## src/rtl/riscv_fetch_pkg.sv

```systemverilog
// Shared constants and types for the instruction fetch stage.
// Imported by the fetch buffer and the fetch top level.
package riscv_fetch_pkg;

   localparam logic [31:0] RESET_PC_DEFAULT = 32'h0000_0000;
   localparam logic [31:0] INSTR_NOP        = 32'h0000_0013;
   localparam logic [31:0] PC_INC           = 32'd4;
   localparam int          BUF_DEPTH        = 2;

   typedef enum logic [1:0] {
      ST_IDLE     = 2'd0,
      ST_RUN      = 2'd1,
      ST_REDIRECT = 2'd2
   } fetch_state_e;

   typedef struct packed {
      logic [31:0] pc;
      logic [31:0] instr;
   } fetch_entry_t;

   function automatic logic [31:0] align_word(input logic [31:0] addr);
      return {addr[31:2], 2'b00};
   endfunction

endpackage

```

## src/rtl/fetch_buf.sv

```systemverilog
// Two-entry FIFO of {pc, instr} between instruction memory and decode.
// Flush wins over a same-edge push; pop and push may coincide when full.
module fetch_buf
   import riscv_fetch_pkg::*;
(
   input  logic         clk,
   input  logic         rst,
   input  logic         push,
   input  fetch_entry_t wdata,
   input  logic         pop,
   input  logic         flush,
   output fetch_entry_t head,
   output logic         valid,
   output logic [1:0]   occ
);

   fetch_entry_t ent_q [BUF_DEPTH];
   fetch_entry_t ent_d [BUF_DEPTH];
   logic         rd_ptr_q, rd_ptr_d;
   logic         wr_ptr_q, wr_ptr_d;
   logic [1:0]   occ_q, occ_d;

   always_comb begin
      // NOTE: every signal written here gets a default first, so no path leaves it unassigned and no latch is inferred.
      rd_ptr_d = rd_ptr_q;
      wr_ptr_d = wr_ptr_q;
      occ_d    = occ_q;
      ent_d    = ent_q;
      if (flush) begin
         rd_ptr_d = 1'b0;
         wr_ptr_d = 1'b0;
         occ_d    = 2'd0;
      end else begin
         if (push) begin
            ent_d[wr_ptr_q] = wdata;
            wr_ptr_d        = ~wr_ptr_q;
         end
         if (pop) begin
            rd_ptr_d = ~rd_ptr_q;
         end
         occ_d = occ_q + {1'b0, push} - {1'b0, pop};
      end
   end

   // NOTE: sequential state uses non-blocking assignments so every flop samples pre-edge values.
   always_ff @(posedge clk or negedge rst) begin
      if (!rst) begin
         rd_ptr_q <= 1'b0;
         wr_ptr_q <= 1'b0;
         occ_q    <= 2'd0;
      end else begin
         rd_ptr_q <= rd_ptr_d;
         wr_ptr_q <= wr_ptr_d;
         occ_q    <= occ_d;
      end
   end

   // NOTE: payload storage has no reset; occupancy alone says which entries are live.
   always_ff @(posedge clk) begin
      ent_q <= ent_d;
   end

   assign head  = ent_q[rd_ptr_q];
   assign valid = (occ_q != 2'd0);
   assign occ   = occ_q;

   overflow_a: assert property (@(posedge clk) disable iff (!rst)
      !(push && !flush && !pop && (occ_q == 2'(BUF_DEPTH))));
   underflow_a: assert property (@(posedge clk) disable iff (!rst)
      !(pop && (occ_q == 2'd0)));

endmodule

```

## src/rtl/instr_fetch.sv

```systemverilog
// Instruction fetch: owns the PC, issues one-cycle-latency memory reads under
// a buffer credit rule, and redirects/flushes on resolved taken branches.
module instr_fetch
   import riscv_fetch_pkg::*;
#(
   parameter logic [31:0] RESET_PC = RESET_PC_DEFAULT
) (
   input  logic        clk,
   input  logic        rst,
   output logic        imem_rd_en,
   output logic [31:0] imem_addr,
   input  logic [31:0] imem_rdata,
   output logic        instr_valid,
   input  logic        instr_ready,
   output logic [31:0] instr,
   output logic [31:0] instr_pc,
   input  logic        br_taken,
   input  logic [31:0] br_pc,
   input  logic [31:0] br_imm,
   input  logic        halt,
   output logic        misalign_err
);

   fetch_state_e state_q, state_d;
   logic [31:0]  pc_q, pc_d;
   logic [31:0]  rsp_pc_q, rsp_pc_d;
   logic         inflight_q, inflight_d;
   logic         tag_q, tag_d;
   logic         epoch_q, epoch_d;
   logic         misalign_q, misalign_d;

   logic         buf_valid, pop, push, redirect, issue;
   logic [1:0]   occ;
   logic [2:0]   pending;
   logic [31:0]  target;
   fetch_entry_t head, wr_entry;

   always_comb begin
      state_d    = state_q;
      pc_d       = pc_q;
      rsp_pc_d   = rsp_pc_q;
      inflight_d = 1'b0;
      tag_d      = tag_q;
      epoch_d    = epoch_q;
      misalign_d = misalign_q;

      pop      = buf_valid && instr_ready;
      redirect = (state_q == ST_RUN) && br_taken;
      target   = br_pc + br_imm;
      // Words already owed to the buffer after this cycle's pop; one more read must still fit.
      pending  = {1'b0, occ} + {2'b00, inflight_q} - {2'b00, pop};
      // REDIRECT is the target-fetch cycle: it reads but does not take another branch.
      issue    = (state_q != ST_IDLE) && !redirect && !halt && (pending < 3'(BUF_DEPTH));
      push     = inflight_q && (tag_q == epoch_q);

      case (state_q)
         ST_IDLE:     state_d = ST_RUN;
         ST_RUN:      if (br_taken) state_d = ST_REDIRECT;
         ST_REDIRECT: state_d = ST_RUN;
         default:     state_d = ST_IDLE;
      endcase

      if (redirect) begin
         pc_d    = align_word(target);
         epoch_d = ~epoch_q;
         if (target[1:0] != 2'b00) begin
            misalign_d = 1'b1;
         end
      end else if (issue) begin
         pc_d       = pc_q + PC_INC;
         rsp_pc_d   = pc_q;
         inflight_d = 1'b1;
         tag_d      = epoch_q;
      end
   end

   always_ff @(posedge clk or negedge rst) begin
      if (!rst) begin
         state_q    <= ST_IDLE;
         pc_q       <= RESET_PC;
         rsp_pc_q   <= '0;
         inflight_q <= 1'b0;
         tag_q      <= 1'b0;
         epoch_q    <= 1'b0;
         misalign_q <= 1'b0;
      end else begin
         state_q    <= state_d;
         pc_q       <= pc_d;
         rsp_pc_q   <= rsp_pc_d;
         inflight_q <= inflight_d;
         tag_q      <= tag_d;
         epoch_q    <= epoch_d;
         misalign_q <= misalign_d;
      end
   end

   assign wr_entry = {rsp_pc_q, imem_rdata};

   fetch_buf u_buf (
      .clk   (clk),
      .rst   (rst),
      .push  (push),
      .wdata (wr_entry),
      .pop   (pop),
      .flush (redirect),
      .head  (head),
      .valid (buf_valid),
      .occ   (occ)
   );

   assign imem_rd_en   = issue;
   assign imem_addr    = pc_q;
   assign instr_valid  = buf_valid;
   assign instr        = buf_valid ? head.instr : INSTR_NOP;
   assign instr_pc     = buf_valid ? head.pc : 32'h0000_0000;
   assign misalign_err = misalign_q;

endmodule

```

## config.mk

```make
export PLATFORM = sky130hd
export DESIGN_NAME = instr_fetch
export DESIGN_NICKNAME = d
export VERILOG_FILES = /design/src/rtl/riscv_fetch_pkg.sv /design/src/rtl/fetch_buf.sv /design/src/rtl/instr_fetch.sv
export SDC_FILE = /design/constraint.sdc
export NUM_CORES = 1
export LEC_CHECK = 0
export ABC_AREA = 0
export BUFFER_PORTS_ARGS = -buffer_cell sky130_fd_sc_hd__buf_2
export CORE_UTILIZATION = 40
export CTS_BUF_LIST = sky130_fd_sc_hd__clkbuf_4 sky130_fd_sc_hd__clkbuf_8 sky130_fd_sc_hd__clkbuf_16
export DETAILED_ROUTE_END_ITERATION = 8
export GPL_ROUTABILITY_DRIVEN = 0
export PLACE_DENSITY_LB_ADDON = 0.25
export SYNTH_ARGS = -nofsm -noshare
export SYNTH_HDL_FRONTEND = slang
export SYNTH_SLANG_ARGS = --single-unit
```

## constraint.sdc

```tcl
create_clock -name clk -period 4.16 [get_ports clk]
set_clock_uncertainty 0.05 [all_clocks]
set_input_delay 0.416 -clock clk [delete_from_list [all_inputs] [get_ports clk]]
set_output_delay 0.416 -clock clk [all_outputs]
set_load 0.01 [all_outputs]
```

==> Yosys cells after proc, flatten, opt, wreduce, memory -nomap -nowiden <==
Cells that the tools add are included.
{ "totals": {"reg_bits": 202, "inputBits": 101, "output_inout_bits": 99, "elab_cells": 73} }
{ "classes": {"n_addsub": 6, "n_lt_le_gt_ge": 4, "eq_ne": 4, "mux": 19, "bitwise_logic": 6, "n_reduce_logical": 20} }
{ "ops": {"columns": ["cell", "count"], "rows": [
  ["$mux 64", 4],
  ["$bwmux 128", 1],
  ["$mux 32", 4],
  ["$demux 64 s1", 1],
  ["$add 32x3->32 const B", 1],
  ["$add 32x32->32", 1],
  ["$reduce_bool 2->1", 6],
  ["$logic_and 1x1->1", 7],
  ["$mux 1", 6],
  ["$reduce_and 2->1", 3],
  ["$ge 2x2->1 const B", 2],
  ["$mux 2", 2],
  ["$not 1->1", 4],
  ["$not 1->2", 2],
  ["$pmux 2 s2", 1],
  ["$add 2x1->3", 1],
  ["$lt 3x2->1 const B", 1],
  ["$sub 3x1->3", 1],
  ["$add 2x1->2", 1],
  ["$eq 2x1->1 const B", 1],
  ["$eq 2x2->1 const B", 1],
  ["$logic_not 1->1", 2],
  ["$logic_not 2->1", 1],
  ["$lt 2x1->1 const B", 1],
  ["other kinds (4)", 4]
]} }

==> Logic depth before layout (Yosys ltp) <==
{ "logic_depth": {"ltp_word": 8, "depth_mapped": 15, "depth_no_buf": 14} }

==> Cells and area by module <==
A second synthesis with hierarchy kept.
{ "unflattened": {"hier_cells": 837, "hier_area_um2": 10383.7} }
{ "by_module_without_submodules": {"columns": ["module", "n_inst", "cells_each", "area_each_um2", "seq_area_each_um2"], "rows": [
  ["instr_fetch", 1, 620, 5346.4, 1651.6],
  ["fetch_buf", 1, 217, 5037.3, 3943.8]
]} }

==> Least setup slack after synthesis <==
OpenSTA, ideal clock, no wires.
{ "synth_path": {"path_kind": "input to register", "from": "in br_taken", "to": "reg u_buf.ent_q[100] (netlist bit) (enable)", "setup_time_ps": 482, "arrival_time_ps": 3912, "required_time_ps": 3628, "slack_ps": -284, "path_stages": 7, "n_path_buf": 3, "path_cell_list": "nand2_1 or2_2 clkbuf_1 clkbuf_1 buf_1 nand2_1 nor2_1"} }
{ "synth_via": {"elab_chain_cells": 3} }
{ "synth_rtl": {"columns": ["item", "line", "rtl"], "rows": [
  ["start: declaration", "instr_fetch.sv:17", "input logic br_taken,"],
  ["$logic_and 1x1->1", "instr_fetch.sv:48", "redirect = (state_q == ST_RUN) && br_taken;"],
  ["$not 1->1 (no source line)", null, null],
  ["$reduce_and 2->1 (no source line)", null, null],
  ["end signal: assignment", "fetch_buf.sv:60", "ent_q <= ent_d;"],
  ["end: declaration", "fetch_buf.sv:17", "fetch_entry_t ent_q [BUF_DEPTH];"]
]} }
No other way between the ends.
A chain may end at the register's enable or synchronous reset.

==> Worst setup path after layout <==
{ "layout_path": {"from": "reg u_buf.occ_q[1] (netlist: u_buf.occ[1])", "to": "out imem_rd_en"} }
{ "layout_via": {"elab_chain_cells": 5, "elab_cells_between_ends": 6, "cone_classes": "add/sub: 2; order compare: 1; reduce/logical: 3"} }
{ "layout_rtl": {"columns": ["item", "line", "rtl"], "rows": [
  ["start: declaration", "fetch_buf.sv:21", "logic [1:0] occ_q, occ_d;"],
  ["start signal: assignment", "fetch_buf.sv:50", "occ_q <= 2'd0;"],
  ["start signal: assignment", "fetch_buf.sv:54", "occ_q <= occ_d;"],
  ["parallel branches: the longest is 2 deep, another holds $add 2x1->3", null, null],
  ["$sub 3x1->3 (*)", "instr_fetch.sv:51", "pending = {1'b0, occ} + {2'b00, inflight_q} - {2'b00, pop};"],
  ["$lt 3x2->1 (*)", "instr_fetch.sv:53", "issue = (state_q != ST_IDLE) && !redirect && !halt && (pending < 3'(BUF_DEPTH));"],
  ["$logic_and 1x1->1 (*)", "instr_fetch.sv:53", null],
  ["end: declaration", "instr_fetch.sv:10", "output logic imem_rd_en,"]
]} }
Every way passes the cells marked *.

==> summary.md <==
| Metric | Value |
|---|---|
| Post-Syn Instances | 788 |
| GRT Total Usage | 0.169 |
| Power share of the combinational group | 0.323 |
| Global route overflow | 0 |
| Setup violators final | 0 |
| Share of cells above drive strength 1 | 0.282 |
| Post-Layout Cell Count | 1310 |
| Synth cell types | 56 |
| Period utilization | 0.873 |
| CTS H-Tree Depth | 4 |
| #FFs+latches synth | just under 200 |
| Pwr/cell area | 592 mW/mm^2 |
| Clk slew on worst S/H paths | roughly 70 ps |
| Worst-skew pair later-pin latency | 420 ps |
| Num CTS Buffers | 17 |
| Vias in the first global route | between 6000 and 7000 |
| WHS Path Cells | 1 |
| Post-DP Area | 0.0109 sq mm |
| Reg2Reg Depth | 14 |
| Lkg Pwr | between 4 and 5 nW |
| Worst path arrival time | 3170 ps |
| Setup TNS | 0 ps |
| Final hold violations | 0 |
| Clock Path Buffers | 2 |
| Synth Flop Type | edfxtp_1 |
| Synth Cell Area | 0.00955 sq mm |
| Hold WS | around 130 ps |
| Residual DRC | 0 |
| Fin area | 0.0115 sq mm |
| TritonCTS clock tree | done |
| I/O pins | 200 |
| RSZ-0062 raised after global routing | no |
| Area grow syn2layout | 20.0% |
| Via Count | 6433 |
| Sequential Power Share | 0.446 |
| Final Max Tran Viols | 0 |
| Maximum vdd drop | 0.315 mV |
| Antenna violations before repair | 1 |
| Drt wl/cell | 15.6 um |
| Int Power | 4.42 mW |
| Kind of critical path | reg -> out |
| Total iterations of the first detailed-routing run | 6 |
| Worst Max-Slew Pin Slew | 1110 ps |
| Synth async-reset ratio | 0.361 |
| Crit path cell chain | nor2_4 > nor2b_1 > ha_1 > inv_1 > nand2_1 > fa_1 > xor2_1 > nor4b_4 > and2_1 > buf_4 > buf_2 |
| CP required | ~3700 ps |
| Clock power share | 0.231 |
| Status | finished, final reports clean |
| Max_slew headroom | 0.263 |
| Slowest cell on the critical path | nor4b_4 |
| Hold crit path type | in -> reg |
| First-pass GRT wire length | 32.0 mm |
| Largest net degree at the start of global routing | 63 |
| CP Max Fanout | 12 |
| Critical Path Stages | 11 |
| Die X | 156 um |
| Slowest stage delay, CP | 490 ps |
| Total Wirelength | just over 20 mm |
| Layout Nets | 1115 |
| IO buf count | 195 |
| Commonest non-fill, non-tap cell in the layout | buf_2 |
| CTS sink count | 194 |
| Routed Antenna Nets | 0 |
| Sw Pwr | 2.36 mW |
| Commonest cells after routing, fill and taps aside | buf_2, edfxtp_1, nor2_1 |
| Top delay family on crit path | simple AND/OR/NAND/NOR gates |
| Die Ht | roughly 160 um |
| EDFF count, synth | 124 |
| Drt via density | roughly 4.9 |
| FP Rows | 56 |
| Minimum clock period | 3630 ps |
| Placed cells | 1276 |
| Die Area | 0.0245 sq mm |
| Core Area | 0.0235 sq mm |
| Avg Cell Area, Syn | 12.1 sq um |
| Final Power | 6.78 mW |
| Iteration-0 DRC Markers | 284 |
| Endpoint class of the critical path | output port |
| DP HPWL | 14.5 mm |
| Buf/Inv on CP | 3 |
| Warnings, synthesis | 0 |
| CP Launch Type | flip-flop |
| Post-CTS setup buffer count | 0 |
| Fmax | ~280 MHz |
| Net switching fraction of the power | 0.348 |
| Initial Util | 0.407 |
| Seq/Total Area, Yosys | 0.574 |
| Root Buffer | clkbuf_16 |
| Max-Cap Viols | 0 |
-- power groups by stage --
stage          Sequential (mW)  Combinational, mW  Clock [mW]
2_1_floorplan             2.85               1.52           0
3_3_place_gp              3.05               2.19           0
3_5_place_dp              3.07               2.21           0
4_1_cts                   3.03               2.22        1.61
5_1_grt                   3.09               2.43        1.68
6_report                  3.02               2.19        1.57
-- final cells by class --
cell class,instances,area [sq um]
Antenna cell,1,2.50
Clock buffer,18,439
Clock inverter,14,131
Fill cell,2139,12000
Inverter,10,37.5
Multi-Input combinational cell,551,3900
Sequential cell,194,5480
Tap cell,319,399
Timing Repair Buffer,203,1060
-- synthesized netlist by cell type, drive strengths merged (3+ instances only) --
| library cell | number | area share |
|---|---|---|
| nand4 | 11 | 0.0072 |
| ha | 35 | 0.046 |
| nor2 | 88 | 0.035 |
| nor3 | 3 | 0.0016 |
| dfrtp | 70 | 0.18 |
| mux2 | 31 | 0.037 |
| nand2b | 3 | 0.0020 |
| inv | 10 | 0.0039 |
| nand3 | 20 | 0.010 |
| and3 | 11 | 0.0072 |
| and4 | 4 | 0.0037 |
| edfxtp | 124 | 0.39 |
| a31oi | 3 | 0.0026 |
| o21bai | 8 | 0.0063 |
| a211oi | 3 | 0.0024 |
| mux2i | 64 | 0.067 |
| buf | 14 | 0.0076 |
| xnor2 | 44 | 0.040 |
| nand2 | 63 | 0.025 |
| and2 | 9 | 0.0059 |
| clkbuf | 22 | 0.0088 |
| a21oi | 37 | 0.019 |
| xor2 | 19 | 0.017 |
| a21o | 13 | 0.010 |
| o211ai | 3 | 0.0034 |
| o21a | 7 | 0.0055 |
| or2 | 3 | 0.0020 |
| o21ai | 36 | 0.019 |
-- kinds of logic (layout without fill, tap and decap cells) --
kind of cell | count (synthesis) | after routing | synth area share
fa+ha+maj | 37 | 37 | 0.0501
buf+inv | 46 | 245 | 0.0203
other cells | 1 | 5 | 0.000393
xor+xnor | 63 | 63 | 0.0578
flops | 194 | 194 | 0.574
simple gates | 223 | 223 | 0.107
compound gates | 129 | 129 | 0.0866
mux | 95 | 95 | 0.104
-- state kept, by name, indices dropped and copies added (netlist names) --
name and flops:
imem_addr 30, epoch_q 1, misalign_err 1, inflight_q 1
u_buf.ent_q 124, u_buf.occ 2, rsp_pc_q 30, u_buf.wr_ptr_q 1
state_q 2, tag_q 1, u_buf.rd_ptr_q 1
-- routing by layer --
| layer | track usage | share of wire |
|---|---|---|
| met4 | 0.0490 | 0.014 |
| met5 | 0 | 0 |
| met1 | 0.212 | 0.46 |
| met3 | 0.0426 | 0.045 |
| met2 | 0.289 | 0.48 |
-- timing repair --
action                                 CTS  global route
hold buffers                             1             0
resized for setup                        0             0
endpoints found under the hold margin   28             0
-- metrics by stage --
stage          setup WS (ps)  utilization
2_1_floorplan            738            -
3_3_place_gp             987        0.463
3_5_place_dp             945        0.463
4_1_cts                  517        0.488
5_1_grt                  320        0.488
6_report                 527        0.488
-- final timing paths --
kind / startpoint / slack (ps) / end
max in group asynchronous: rst / 2470 / u_buf.rd_ptr_q
max: u_buf.occ[1] / 530 / imem_rd_en
min in group asynchronous: rst / 530 / imem_addr[7]
min reg2reg: rsp_pc_q[18] / 420 / u_buf.ent_q[114]
min: imem_rdata[30] / 130 / u_buf.ent_q[94]
max reg2reg: u_buf.occ[1] / 920 / imem_addr[22]
-- worst reg2reg max path: stages, from the launching register on --
cell and delay, ps:
dfrtp_1 480, nor2_4 50, nor2b_1 190, ha_1 260, inv_1 70, nand2_1 60
fa_1 370, xor2_1 180, nor4b_4 490, and4_1 420, nand2_1 120, nor2_1 130
xor2_1 160, nand2_1 60, o21ai_0 100
(Power assumes the default switching activity.)
